===== src/rtl/fp_norm_round_pack_if.sv =====
// Valid/ready bundle between the integer adder, the normalize/round/pack stage
// and its consumer.
interface fp_norm_round_pack_if #(
   parameter int MW = 32,
   parameter int EW = 8
);
   logic          in_valid;
   logic          in_ready;
   logic          in_sign;
   logic [EW-1:0] in_exp;
   logic [MW-1:0] in_sum;
   logic          in_cout;
   logic          in_special;
   logic [31:0]   in_special_val;
   logic          out_valid;
   logic          out_ready;
   logic [31:0]   out_result;
   logic          out_overflow;
   logic          out_underflow;

   modport master (
      output in_valid, in_sign, in_exp, in_sum, in_cout, in_special, in_special_val,
      output out_ready,
      input  in_ready, out_valid, out_result, out_overflow, out_underflow
   );

   modport slave (
      input  in_valid, in_sign, in_exp, in_sum, in_cout, in_special, in_special_val,
      input  out_ready,
      output in_ready, out_valid, out_result, out_overflow, out_underflow
   );
endinterface


===== src/rtl/fp_norm_round_pack.sv =====
// Three-stage normalize, round-to-nearest-even and binary32 pack stage of the
// pipelined FP adder, with bubble-collapsing valid/ready flow control.
module fp_norm_round_pack #(
   parameter int MW  = 32,
   parameter int EW  = 8,
   parameter int LAT = 3
) (
   input logic                 clk,
   input logic                 rst_n,
   fp_norm_round_pack_if.slave bus
);
   localparam int FW  = 23;
   localparam int RW  = 1 + EW + FW;
   localparam int XW  = EW + 2;
   localparam int LZW = $clog2(MW + 1);
   localparam logic signed [XW-1:0] EXP_ZERO = '0;
   localparam logic signed [XW-1:0] EXP_MAX  = XW'((1 << EW) - 1);

   logic [LAT-1:0] valid_q;
   logic [LAT-1:0] valid_d;
   logic           cap1;
   logic           cap2;
   logic           cap3;

   // A stage loads whenever it is empty or its successor is loading this cycle.
   assign cap3         = !valid_q[2] || bus.out_ready;
   assign cap2         = !valid_q[1] || cap3;
   assign cap1         = !valid_q[0] || cap2;
   assign bus.in_ready = cap1;

   always_comb begin
      valid_d = valid_q;
      if (cap1) valid_d[0] = bus.in_valid;
      if (cap2) valid_d[1] = valid_q[0];
      if (cap3) valid_d[2] = valid_q[1];
   end

   always_ff @(posedge clk or negedge rst_n) begin
      if (!rst_n) valid_q <= '0;
      else        valid_q <= valid_d;
   end

   logic [LZW-1:0]          lz;
   logic signed [XW-1:0]    s1Exp_d;
   logic                    s1Zero_d;
   logic                    s1StickyX_d;
   logic                    s1Sign_q;
   logic                    s1Special_q;
   logic [RW-1:0]           s1SpecialVal_q;
   logic                    s1Cout_q;
   logic [MW-1:0]           s1Sum_q;
   logic [LZW-1:0]          s1Lz_q;
   logic signed [XW-1:0]    s1Exp_q;
   logic                    s1StickyX_q;
   logic                    s1Zero_q;

   // Lowest-to-highest scan so the most significant set bit wins.
   always_comb begin
      lz = LZW'(MW);
      for (int i = 0; i < MW; i++) begin
         if (bus.in_sum[i]) lz = LZW'(MW - 1 - i);
      end
      s1Exp_d     = XW'(bus.in_exp) + XW'(bus.in_cout);
      s1Zero_d    = !bus.in_cout && (lz == LZW'(MW));
      s1StickyX_d = bus.in_cout && bus.in_sum[0];
   end

   always_ff @(posedge clk) begin
      if (cap1) begin
         s1Sign_q       <= bus.in_sign;
         s1Special_q    <= bus.in_special;
         s1SpecialVal_q <= bus.in_special_val;
         s1Cout_q       <= bus.in_cout;
         s1Sum_q        <= bus.in_sum;
         s1Lz_q         <= lz;
         s1Exp_q        <= s1Exp_d;
         s1StickyX_q    <= s1StickyX_d;
         s1Zero_q       <= s1Zero_d;
      end
   end

   logic [MW-1:0]        norm;
   logic signed [XW-1:0] s2Exp_d;
   logic [FW-1:0]        s2Frac_d;
   logic                 s2Guard_d;
   logic                 s2Sticky_d;
   logic                 s2Sign_q;
   logic                 s2Special_q;
   logic [RW-1:0]        s2SpecialVal_q;
   logic                 s2Zero_q;
   logic signed [XW-1:0] s2Exp_q;
   logic [FW-1:0]        s2Frac_q;
   logic                 s2Guard_q;
   logic                 s2Sticky_q;

   // The carry case already had its exponent bumped in stage 1.
   always_comb begin
      norm       = s1Cout_q ? {1'b1, s1Sum_q[MW-1:1]} : (s1Sum_q << s1Lz_q);
      s2Exp_d    = s1Cout_q ? s1Exp_q : (s1Exp_q - XW'(s1Lz_q));
      s2Frac_d   = norm[MW-2 -: FW];
      s2Guard_d  = norm[MW-FW-2];
      s2Sticky_d = (|norm[MW-FW-3:0]) | s1StickyX_q;
   end

   always_ff @(posedge clk) begin
      if (cap2) begin
         s2Sign_q       <= s1Sign_q;
         s2Special_q    <= s1Special_q;
         s2SpecialVal_q <= s1SpecialVal_q;
         s2Zero_q       <= s1Zero_q;
         s2Exp_q        <= s2Exp_d;
         s2Frac_q       <= s2Frac_d;
         s2Guard_q      <= s2Guard_d;
         s2Sticky_q     <= s2Sticky_d;
      end
   end

   logic                 roundUp;
   logic [FW:0]          fracR;
   logic signed [XW-1:0] expR;
   logic [RW-1:0]        result_d;
   logic                 ovf_d;
   logic                 unf_d;
   logic [RW-1:0]        result_q;
   logic                 ovf_q;
   logic                 unf_q;

   // A mantissa carry leaves fracR[FW-1:0] at zero, so only the exponent moves.
   always_comb begin
      roundUp  = s2Guard_q && (s2Sticky_q || s2Frac_q[0]);
      fracR    = {1'b0, s2Frac_q} + {{FW{1'b0}}, roundUp};
      expR     = s2Exp_q + {{(XW-1){1'b0}}, fracR[FW]};
      result_d = {s2Sign_q, expR[EW-1:0], fracR[FW-1:0]};
      ovf_d    = 1'b0;
      unf_d    = 1'b0;
      if (s2Special_q) begin
         result_d = s2SpecialVal_q;
      end else if (s2Zero_q) begin
         result_d = '0;
      end else if (s2Exp_q <= EXP_ZERO) begin
         result_d = {s2Sign_q, {(RW-1){1'b0}}};
         unf_d    = 1'b1;
      end else if (expR >= EXP_MAX) begin
         result_d = {s2Sign_q, {EW{1'b1}}, {FW{1'b0}}};
         ovf_d    = 1'b1;
      end
   end

   always_ff @(posedge clk or negedge rst_n) begin
      if (!rst_n) begin
         result_q <= '0;
         ovf_q    <= 1'b0;
         unf_q    <= 1'b0;
      end else if (cap3) begin
         result_q <= result_d;
         ovf_q    <= ovf_d;
         unf_q    <= unf_d;
      end
   end

   assign bus.out_valid     = valid_q[2];
   assign bus.out_result    = result_q;
   assign bus.out_overflow  = ovf_q;
   assign bus.out_underflow = unf_q;
endmodule


===== src/flat_wrapper.sv =====
// flat-port wrapper written by rule: the top's interface ports become plain ports
module fp_norm_round_pack_flat 
#(
   parameter int MW  = 32,
   parameter int EW  = 8,
   parameter int LAT = 3
)
  (clk, rst_n, bus_in_valid, bus_in_sign, bus_in_exp, bus_in_sum, bus_in_cout, bus_in_special, bus_in_special_val, bus_out_ready, bus_in_ready, bus_out_valid, bus_out_result, bus_out_overflow, bus_out_underflow);
  fp_norm_round_pack_if #(.MW(MW), .EW(EW)) bus_i ();
  input logic clk;
  input logic rst_n;
  input wire logic [$bits(bus_i.in_valid)-1:0] bus_in_valid;
  input wire logic [$bits(bus_i.in_sign)-1:0] bus_in_sign;
  input wire logic [$bits(bus_i.in_exp)-1:0] bus_in_exp;
  input wire logic [$bits(bus_i.in_sum)-1:0] bus_in_sum;
  input wire logic [$bits(bus_i.in_cout)-1:0] bus_in_cout;
  input wire logic [$bits(bus_i.in_special)-1:0] bus_in_special;
  input wire logic [$bits(bus_i.in_special_val)-1:0] bus_in_special_val;
  input wire logic [$bits(bus_i.out_ready)-1:0] bus_out_ready;
  output wire logic [$bits(bus_i.in_ready)-1:0] bus_in_ready;
  output wire logic [$bits(bus_i.out_valid)-1:0] bus_out_valid;
  output wire logic [$bits(bus_i.out_result)-1:0] bus_out_result;
  output wire logic [$bits(bus_i.out_overflow)-1:0] bus_out_overflow;
  output wire logic [$bits(bus_i.out_underflow)-1:0] bus_out_underflow;
  assign bus_i.in_valid = bus_in_valid;
  assign bus_i.in_sign = bus_in_sign;
  assign bus_i.in_exp = bus_in_exp;
  assign bus_i.in_sum = bus_in_sum;
  assign bus_i.in_cout = bus_in_cout;
  assign bus_i.in_special = bus_in_special;
  assign bus_i.in_special_val = bus_in_special_val;
  assign bus_i.out_ready = bus_out_ready;
  assign bus_in_ready = bus_i.in_ready;
  assign bus_out_valid = bus_i.out_valid;
  assign bus_out_result = bus_i.out_result;
  assign bus_out_overflow = bus_i.out_overflow;
  assign bus_out_underflow = bus_i.out_underflow;
  fp_norm_round_pack #(.MW(MW), .EW(EW), .LAT(LAT)) u_core (.clk(clk), .rst_n(rst_n), .bus(bus_i));
endmodule

===== config.mk =====
export PLATFORM = sky130hd
export DESIGN_NAME = fp_norm_round_pack_flat
export DESIGN_NICKNAME = d
export VERILOG_FILES = /design/src/rtl/fp_norm_round_pack_if.sv /design/src/rtl/fp_norm_round_pack.sv /design/src/flat_wrapper.sv
export SDC_FILE = /design/constraint.sdc
export NUM_CORES = 1
export LEC_CHECK = 0
export CAP_MARGIN = 40
export CORE_MARGIN = 4
export CORE_UTILIZATION = 56
export CTS_CLUSTER_DIAMETER = 100
export DETAILED_ROUTE_END_ITERATION = 10
export GPL_ROUTABILITY_DRIVEN = 0
export PLACE_DENSITY = 0.84
export REMOVE_ABC_BUFFERS = 1
export SLEW_MARGIN = 40
export SYNTH_ARGS = -nofsm -noshare
export SYNTH_HDL_FRONTEND = slang
export SYNTH_SLANG_ARGS = --single-unit

===== constraint.sdc =====
create_clock -name clk -period 5.05 [get_ports clk]
set_clock_uncertainty 0.1 [all_clocks]
set_input_delay 1.01 -clock clk [delete_from_list [all_inputs] [get_ports clk]]
set_output_delay 1.01 -clock clk [all_outputs]
set_load 0.01 [all_outputs]

== Word-level counts from Yosys, hierarchy flattened ==
Cells that the tools add are included.

* Flip-flop bits (word level): 192
* Input port bits: 79

* $add $sub $neg: 4
* Magnitude comparators: 2
* Equality and inequality tests: 1
* Shift operators: 1
* Muxes and demuxes: 45
* Bitwise gates (word level): 1
* Reductions and logical operators: 12

{| class="wikitable"
|+ Operators by type and width
! cell !! number
|-
| 2-to-1 mux 6 bit || 32
|-
| 2-to-1 mux 31 bit || 3
|-
| 2-to-1 mux 32 bit || 2
|-
| left shift 32 x 6 -> 31 bit || 1
|-
| adder 23 x 1 -> 24 bit || 1
|-
| adder 10 x 1 -> 10 bit || 1
|-
| greater-or-equal comparator 10 x 9 -> 1 bit, second input constant || 1
|-
| <= comparator 10 x 1 -> 1 bit, second input constant || 1
|-
| 2-to-1 mux 10 bit || 1
|-
| subtractor 10 x 6 -> 10 bit || 1
|-
| adder 8 x 1 -> 9 bit || 1
|-
| 2-to-1 mux 1 bit || 7
|-
| OR reduction 7 bit || 1
|-
| equality test 6 bit, second input constant || 1
|-
| logical NOT 1 bit || 4
|-
| logical OR 1 bit || 4
|-
| logical AND 1 bit || 3
|-
| OR 1 bit || 1
|}

== Logic depth before layout (Yosys ltp) ==
Gate-level depths: netlist of the first run.

* Depth in word-level cells: 34
* Gate-level depth with buffers: 15
* Mapped depth without buffers: 14

== Worst setup path after synthesis of the first run ==
OpenSTA, ideal clock, no wires.

* Kind: input-to-reg
* Start: input bus_out_ready
* End: register u_core.s1Cout_q, enable pin
* Setup time: 1070 ps
* Data arrival time: 3462 ps
* Path slack: 418 ps
* Cell stages on the path: 3
* Path through: nor2b_1 clkbuf_1 nand3_1

* Cells in the longest elaborated chain, start to end: 3

{| class="wikitable"
|+ RTL lines
! element !! RTL line !! source
|-
| start, declared || flat_wrapper.sv:19 || <nowiki>input wire logic [$bits(bus_i.out_ready)-1:0] bus_out_ready;</nowiki>
|-
| logical OR 1 bit || fp_norm_round_pack.sv:26 || <nowiki>assign cap3 = !valid_q[2] || bus.out_ready;</nowiki>
|-
| logical OR 1 bit || fp_norm_round_pack.sv:27 || <nowiki>assign cap2 = !valid_q[1] || cap3;</nowiki>
|-
| logical OR 1 bit || fp_norm_round_pack.sv:28 || <nowiki>assign cap1 = !valid_q[0] || cap2;</nowiki>
|-
| named net bus_in_ready || flat_wrapper.sv:20 || <nowiki>output wire logic [$bits(bus_i.in_ready)-1:0] bus_in_ready;</nowiki>
|-
| end signal, assigned || fp_norm_round_pack.sv:73 || <nowiki>s1Cout_q <= bus.in_cout;</nowiki>
|-
| end, declared || fp_norm_round_pack.sv:50 || <nowiki>logic s1Cout_q;</nowiki>
|}

The timed path passes the listed nets, and every way through them passes these cells.
A chain may end at the register's enable or synchronous reset.

== Final worst setup path of the first run ==
* Start: register u_core.s2Frac_q[0]
* End: register u_core.result_q[22], in the netlist u_core.bus.out_result[22]

* Cells in the longest elaborated chain, start to end: 9

{| class="wikitable"
|+ RTL lines
! element !! RTL line !! source
|-
| start, declared || fp_norm_round_pack.sv:92 || <nowiki>logic [FW-1:0] s2Frac_q;</nowiki>
|-
| start signal, assigned || fp_norm_round_pack.sv:112 || <nowiki>s2Frac_q <= s2Frac_d;</nowiki>
|-
| logical OR 1 bit || fp_norm_round_pack.sv:130 || <nowiki>roundUp = s2Guard_q && (s2Sticky_q || s2Frac_q[0]);</nowiki>
|-
| logical AND 1 bit || fp_norm_round_pack.sv:130 ||
|-
| adder 23 x 1 -> 24 bit * || fp_norm_round_pack.sv:131 || <nowiki>fracR = {1'b0, s2Frac_q} + {{FW{1'b0}}, roundUp};</nowiki>
|-
| adder 10 x 1 -> 10 bit || fp_norm_round_pack.sv:132 || <nowiki>expR = s2Exp_q + {{(XW-1){1'b0}}, fracR[FW]};</nowiki>
|-
| greater-or-equal comparator 10 x 9 -> 1 bit || fp_norm_round_pack.sv:143 || <nowiki>end else if (expR >= EXP_MAX) begin</nowiki>
|-
| 2-to-1 mux 31 bit * || fp_norm_round_pack.sv:143 ||
|-
| 2-to-1 mux 31 bit * || fp_norm_round_pack.sv:140 || <nowiki>end else if (s2Exp_q <= EXP_ZERO) begin</nowiki>
|-
| 2-to-1 mux 32 bit * || fp_norm_round_pack.sv:138 || <nowiki>end else if (s2Zero_q) begin</nowiki>
|-
| 2-to-1 mux 32 bit * || fp_norm_round_pack.sv:136 || <nowiki>if (s2Special_q) begin</nowiki>
|-
| end signal, assigned || fp_norm_round_pack.sv:155 || <nowiki>result_q <= result_d;</nowiki>
|-
| end, declared || fp_norm_round_pack.sv:124 || <nowiki>logic [RW-1:0] result_q;</nowiki>
|}

Every way passes the cells marked *; elsewhere a longest branch is shown, timed or not.

==> summary.md, run 1 <==
| Metric | Value |
|---|---|
| Synthesis Warnings | `0` |
| Rel. slew slack | `a little over 50%` |
| Starting density of the core | `between 50% and 60%` |
| Synth-to-Final Area Change | `20.33%` |
| Synth Instances | `a little under 800` |
| Pin count of the biggest net entering global routing | `51` |
| Worst r2r dst | `u_core.bus.out_result[22]` |
| CP Class | `register to register` |
| Avg Vias per Cell | `6.189` |
| Syn avg cell area | `roughly 12 µm²` |
| Final net count | `between 900 and 1000` |
| Async S/R FF share, synth | `19.37%` |
| Commonest non-fill, non-tap cell in the layout | `edfxtp_1` |
| Vias | `6925` |
| Measured slew at the worst slew-check pin | `0.7290 ns` |
| H-tree depth reported by CTS | `4` |
| CP arrival | `4.41 ns` |
| Synth Register Bits | `191` |
| Required time worst endpoint | `5.29 ns` |
| Hold_sp | `u_core.s1SpecialVal_q[7]` |
| Final Max Tran Viols | `0` |
| Placed cells | `1087` |
| Synthesized area | `9489 µm²` |
| HPWL after detailed placement | `about 15000 µm` |
| Average wire per cell in the routed design | `19.30 µm` |
| Drt first pass iters | `5` |
| Max-cap viol count | `0` |
| Share of cells above drive strength 1 | `9.566%` |
| EDFF count, synth | `154` |
| Final Hold Fails | `0` |
| Top FF cell, synth | `edfxtp_1` |
| First-pass GRT wire length | `35290 µm` |
| Unique masters post-synth | `56` |
| Final wirelength | `21600 µm` |
| Die area | `19090 µm²` |
| DRC viols | `0` |
| Met1 GRT Util | `between 30% and 40%` |
| RSZ-0062 raised after global routing | `no` |
| M3 GR Usage | `5.767%` |
| Worst Path Max Fanout | `23` |
| Post-cts resize count | `0` |
| Reg clk slew, reported paths | `~0.070 ns` |
| Post-synthesis sequential area ratio | `58.49%` |
| Flop-to-flop setup slack | `a little under 0.9 ns` |
| Ant. Diodes | `0` |
| Worst Reg2Reg Path Length in Cells | `15` |
| Hold_buf cts | `0` |
| Busiest grt layer | `met2` |
| Peak supply drop | `0.0002781 V` |
| ANT nets after route | `0` |
| Leak Pwr | `about 4.4 nW` |
| CTS tree | `done` |
| All-layer global routing usage | `23.12%` |
| Total grt overflow | `0` |
| Number of global-route vias before repair | `6778` |
| Initial DRC count | `approximately 660` |
| IO Port Bufs | `114` |
| Final Cycle Share | `around 83%` |
| Setup_tns | `0 ns` |
| Hold path depth | `0` |
| Final min period | `4.174 ns` |
| Post-CTS Setup Repair Bufs | `0` |
| Setup crit end kind | `register` |
| GR Layer Usage met2 | `37.36%` |
| Worst setup SP type | `register` |
| Clk_lat worst skew | `0.45 ns` |
| R2r startpoint | `u_core.s2Frac_q[0]` |
| Most frequent cells in the layout | `edfxtp_1, clkdlybuf4s50_1, nand2_1, nor2_1` |
| Max Buffers Root-to-Sink | `2` |
| Run status | `completed` |
| FP Rows | `47` |
| Total CTS buffers | `17` |
| Die width | `~140 µm` |
| Die height | `138.2 µm` |
| Power per standard cell area | `378.6 nW/µm²` |
| Final-report setup violation count | `0` |
| WHS | `around 0.32 ns` |
| Worst hold endpoint | `u_core.s2SpecialVal_q[7]` |
| Initial antenna violation count | `0` |
| CORE AREA | `approximately 17000 µm²` |
| TritonCTS sink count | `around 190` |
| Fmax | `239.6 MHz` |
| Num ports | `115` |
| Final cell count without fillers | `around 1100` |
| Hold WC Path Type | `register to register` |
| CTS Root Cell | `clkbuf_16` |
==> cells by family (layout without fill, tap and decap cells) <==
| family | Yosys count | in the layout | share of synthesized area (%) |
|---|---|---|---|
| xor+xnor | 39 | 39 | 3.600 |
| compound gates | 169 | 169 | 11.80 |
| simple gates | 260 | 260 | 13.19 |
| buf+inv | 60 | 178 | 2.676 |
| mux | 49 | 49 | 8.452 |
| flops | 191 | 191 | 58.49 |
| fa+ha+maj | 13 | 13 | 1.793 |
==> how the worst max path moves through the flow <==
| stage | endpoint | cells past startpoint | from |
|---|---|---|---|
| floorplan | u_core.s1Cout_q | 2 | bus_out_ready |
| global placement | u_core.bus.out_result[22] | 15 | u_core.s2Frac_q[0] |
| detailed placement | u_core.bus.out_result[22] | 15 | u_core.s2Frac_q[0] |
| CTS | u_core.bus.out_result[22] | 15 | u_core.s2Frac_q[0] |
| global route | u_core.bus.out_result[22] | 15 | u_core.s2Frac_q[0] |
| finish | u_core.bus.out_result[22] | 15 | u_core.s2Frac_q[0] |
==> synth_stat cells (all sizes together), types with 4 or more instances <==
cell	number	area share [%]
edfxtp	154	49
nand2	100	4.0
nor2	49	1.9
a21oi	46	2.5
o21ai	45	2.4
dfrtp	37	9.8
and3	32	2.1
clkbuf	26	1.0
mux4	24	5.7
a221o	23	2.4
xnor2	23	2.1
nand3	22	1.2
inv	20	0.79
mux2i	16	1.7
xor2	16	1.5
buf	13	0.82
ha	12	1.6
nor3	10	0.58
mux2	9	1.1
o211ai	9	0.71
nand2b	8	0.53
o31ai	8	0.63
a31oi	7	0.46
and4	7	0.65
nor4	7	0.46
nand4	6	0.40
and2	5	0.33
nor2b	5	0.33
a21o	4	0.32
a221oi	4	0.37
a22o	4	0.37
o21a	4	0.32
==> worst max-delay path: stages (launching register included) <==
cell and delay, ns:
edfxtp_1 0.37, o21a_1 0.12, ha_1 0.19, nand3_1 0.17, or2_2 0.35, nor2_1 0.26
and3_1 0.21, ha_1 0.20, ha_1 0.31, nand3_2 0.16, or3b_1 0.40, a311o_1 0.37
a21oi_2 0.21, nor3_2 0.05, buf_4 0.23, a221o_1 0.34
==> report_power, final <==
group          switching (mW)  internal [mW]  leakage, nW
Clock                   0.623          0.691        0.287
Combinational           0.455          0.433         2.03
Sequential              0.166           1.95         2.05
Total                    1.24           3.08         4.37
==> cell type report <==
type | instances | area (µm²)
multi-input cells | 530 | 3710
inverters | 21 | 78.83
flip-flops and latches | 191 | 5550
clock inverters | 13 | 118.9
fillers | 1165 | 5165
clock buffers | 19 | 464.2
repair buffers | 125 | 1221
well taps | 220 | 275.3
==> registers in the layout, summed over array words and instances (netlist names), 3 cells and up <==
| name | cells |
|---|---|
| u_core.s2Exp_q | 10 |
| u_core.s1Lz_q | 6 |
| u_core.s2Frac_q | 23 |
| u_core.s1Exp_q | 9 |
| u_core.valid_q | 3 |
| u_core.s1Sum_q | 32 |
| u_core.s1SpecialVal_q | 32 |
| u_core.bus.out_result | 32 |
| u_core.s2SpecialVal_q | 32 |
==> stage by stage <==
step	cell area [µm²]	power [mW]	setup slack [ns]	util, %
2_1_floorplan	9314	2.623	-0.8813	-
3_3_place_gp	10830	2.987	1.064	65.28
3_5_place_dp	10830	3.018	0.9218	65.29
4_1_cts	11410	4.335	0.8907	68.81
5_1_grt	11420	4.520	0.5967	68.85
6_report	11420	4.323	0.8756	68.85
==> routing by layer <==
metal	wire, µm	vias to the layer above	part of all wire [%]
met5	0	-	0
met4	690	0	3.2
met3	1850	62	8.6
met2	10300	387	48
met1	8757	3295	41
li1	-	3181	-
No activity file was read; power rests on OpenSTA's default activity.
==> run 2: changes to the inputs <==
Settings changed: CORE_UTILIZATION 56 to 51, PLACE_DENSITY 0.84 to 0.81.
Clock period 5.05 ns to 3.45 ns, I/O delays scaled along.
==> summary.md, run 2 (same netlist as run 1, synthesis figures left out) <==
| Metric | Value |
|---|---|
| Drt first pass iters | `5` |
| Required time worst endpoint | `3.66 ns` |
| Failing checks | `negative setup slack` |
| Run status | `complete, but fails checks` |
| Ant. Diodes | `0` |
| Busiest grt layer | `met2` |
| ANT nets after route | `0` |
| Hold WC Path Type | `input pin to async pin` |
| WHS | `0.1039 ns` |
| Final-report setup violation count | `6` |
| Initial antenna violation count | `0` |
| Rel. slew slack | `57.66%` |
| CORE AREA | `18150 µm²` |
| Max Buffers Root-to-Sink | `2` |
| Setup_tns | `-0.06817 ns` |
| Number of fill cells | `1332` |
| Post-route design area | `11800 µm²` |
| DRC viols | `0` |
| All-layer global routing usage | `21.00%` |
| Clk_lat worst skew | `0.43 ns` |
| RSZ-0062 raised after global routing | `yes` |
| Die width | `between 100 and 150 µm` |
| Final net count | `1005` |
| Num ports | `115` |
| Leak Pwr | `between 4 and 5 nW` |
| Average wire per cell in the routed design | `19.21 µm` |
| Final min period | `about 3.5 ns` |
| Setup crit end kind | `register` |
| Measured slew at the worst slew-check pin | `between 0.6 and 0.7 ns` |
| Total grt overflow | `0` |
| Final Cycle Share | `101.0%` |
| HPWL after detailed placement | `15390 µm` |
| Final wirelength | `22190 µm` |
| Synth-to-Final Area Change | `24.35%` |
| H-tree depth reported by CTS | `4` |
| Placed cells | `1116` |
| First-pass GRT wire length | `33760 µm` |
| FP Rows | `between 40 and 50` |
| Peak supply drop | `0.0003743 V` |
| Fmax | `287.0 MHz` |
| Die area | `20850 µm²` |
| Setup ws final | `-0.03406 ns` |
| CTS Root Cell | `clkbuf_16` |
| Placed Area | `11020 µm²` |
| Die height | `144.4 µm` |
| M3 GR Usage | `4.762%` |
| Max-cap viol count | `0` |
| Final Max Tran Viols | `0` |
| Worst setup SP type | `register` |
| Power per standard cell area | `549.6 nW/µm²` |
| Worst Path Max Fanout | `11` |
| Initial DRC count | `917` |
| Met1 GRT Util | `between 20% and 30%` |
| CP Class | `register to register` |
| CP arrival | `3.69 ns` |
| Final cell count without fillers | `1155` |
| CTS tree | `done` |
| Number of global-route vias before repair | `6611` |
| GR Layer Usage met2 | `34.21%` |
| TritonCTS sink count | `191` |
| Pin count of the biggest net entering global routing | `86` |
| Commonest non-fill, non-tap cell in the layout | `edfxtp_1` |
| IO Port Bufs | `114` |
| Final Hold Fails | `0` |
| Tot Pwr | `approximately 6.5 mW` |
| Vias | `~7000` |
| Starting density of the core | `a little over half` |
| Reg clk slew, reported paths | `0.08 ns` |
| Share of cells above drive strength 1 | `12.96%` |
| Total CTS buffers | `17` |
| Most frequent cells in the layout | `edfxtp_1, clkdlybuf4s50_1, nand2_1, nor2_1, o21ai_0` |
| Avg Vias per Cell | `6.077` |
run 2: cell types whose count changed in the layout (fill, tap and decap cells not counted), sizes merged:
cell / delta
clkinvlp: -1
clkbuf: +7
buf: +25
clkinv: -4
run 2: repair_timing:
item	CTS	global route
pin swaps	4	14
hold buffers	0	0
cloned	1	1
setup endpoints to repair	23	27
resized for setup	10	7
buffers inserted	2	4
run 2: layout make-up:
cell class | instances | area [µm²] | area share (%)
Clock inverter | 8 | 75.07 | 0.6362
Inverter | 21 | 78.83 | 0.6680
Sequential cell | 191 | 5550 | 47.04
Multi-Input combinational cell | 530 | 3777 | 32.01
Timing Repair Buffer | 152 | 1496 | 12.68
Tap cell | 229 | 286.5 | 2.428
Clock buffer | 24 | 535.5 | 4.538
run 2: critical path, stage by stage (launching register included):
cell       delay, ns
edfxtp_1        0.36
o21a_1          0.15
ha_2            0.19
nand3_2         0.07
or2_4           0.26
nor2_4          0.10
and3_4          0.20
ha_4            0.14
ha_4            0.13
nand3_2         0.08
or3b_1          0.40
a311o_1         0.37
a21oi_2         0.21
nor3_4          0.10
clkbuf_16       0.20
a221o_1         0.31
run 2: layer usage:
layer	share of wire, %	vias up
met1	40	3368
met3	8.4	47
li1	-	3236
met2	49	368
met5	0	-
met4	2.6	0
run 2: report_power, final:
part / leakage [nW] / switching (mW) / internal, mW
Sequential: 2.05 / 0.234 / 2.86
Combinational: 2.19 / 0.705 / 0.694
Clock: 0.302 / 0.876 / 1.12
Total: 4.54 / 1.81 / 4.67
run 2: path summary, 6_finish.rpt:
| kind | startpoint | to | slack, ns | cells past startpoint |
|---|---|---|---|---|
| worst max-delay path | u_core.s2Frac_q[0] | u_core.bus.out_result[4] | -0.03 | 15 |
| worst min-delay path | rst_n | u_core.bus.out_result[29] | 0.10 | 1 |
| worst max register to register | u_core.s2Frac_q[0] | u_core.bus.out_result[4] | -0.03 | 15 |
| worst min register to register | u_core.s1SpecialVal_q[11] | u_core.s2SpecialVal_q[11] | 0.32 | 0 |
| max in group asynchronous | rst_n | u_core.bus.out_result[11] | 2.79 | 1 |
| min in group clk | u_core.s1SpecialVal_q[11] | u_core.s2SpecialVal_q[11] | 0.32 | 0 |
run 2: stage by stage:
step                      setup slack (ns)  util [%]
after global placement            -0.02695     60.75
after CTS                          0.01730     64.55
after global routing               -0.1569     65.02
after floorplan                     -2.161         -
final                             -0.03406     65.02
after detailed placement           -0.1289     60.75
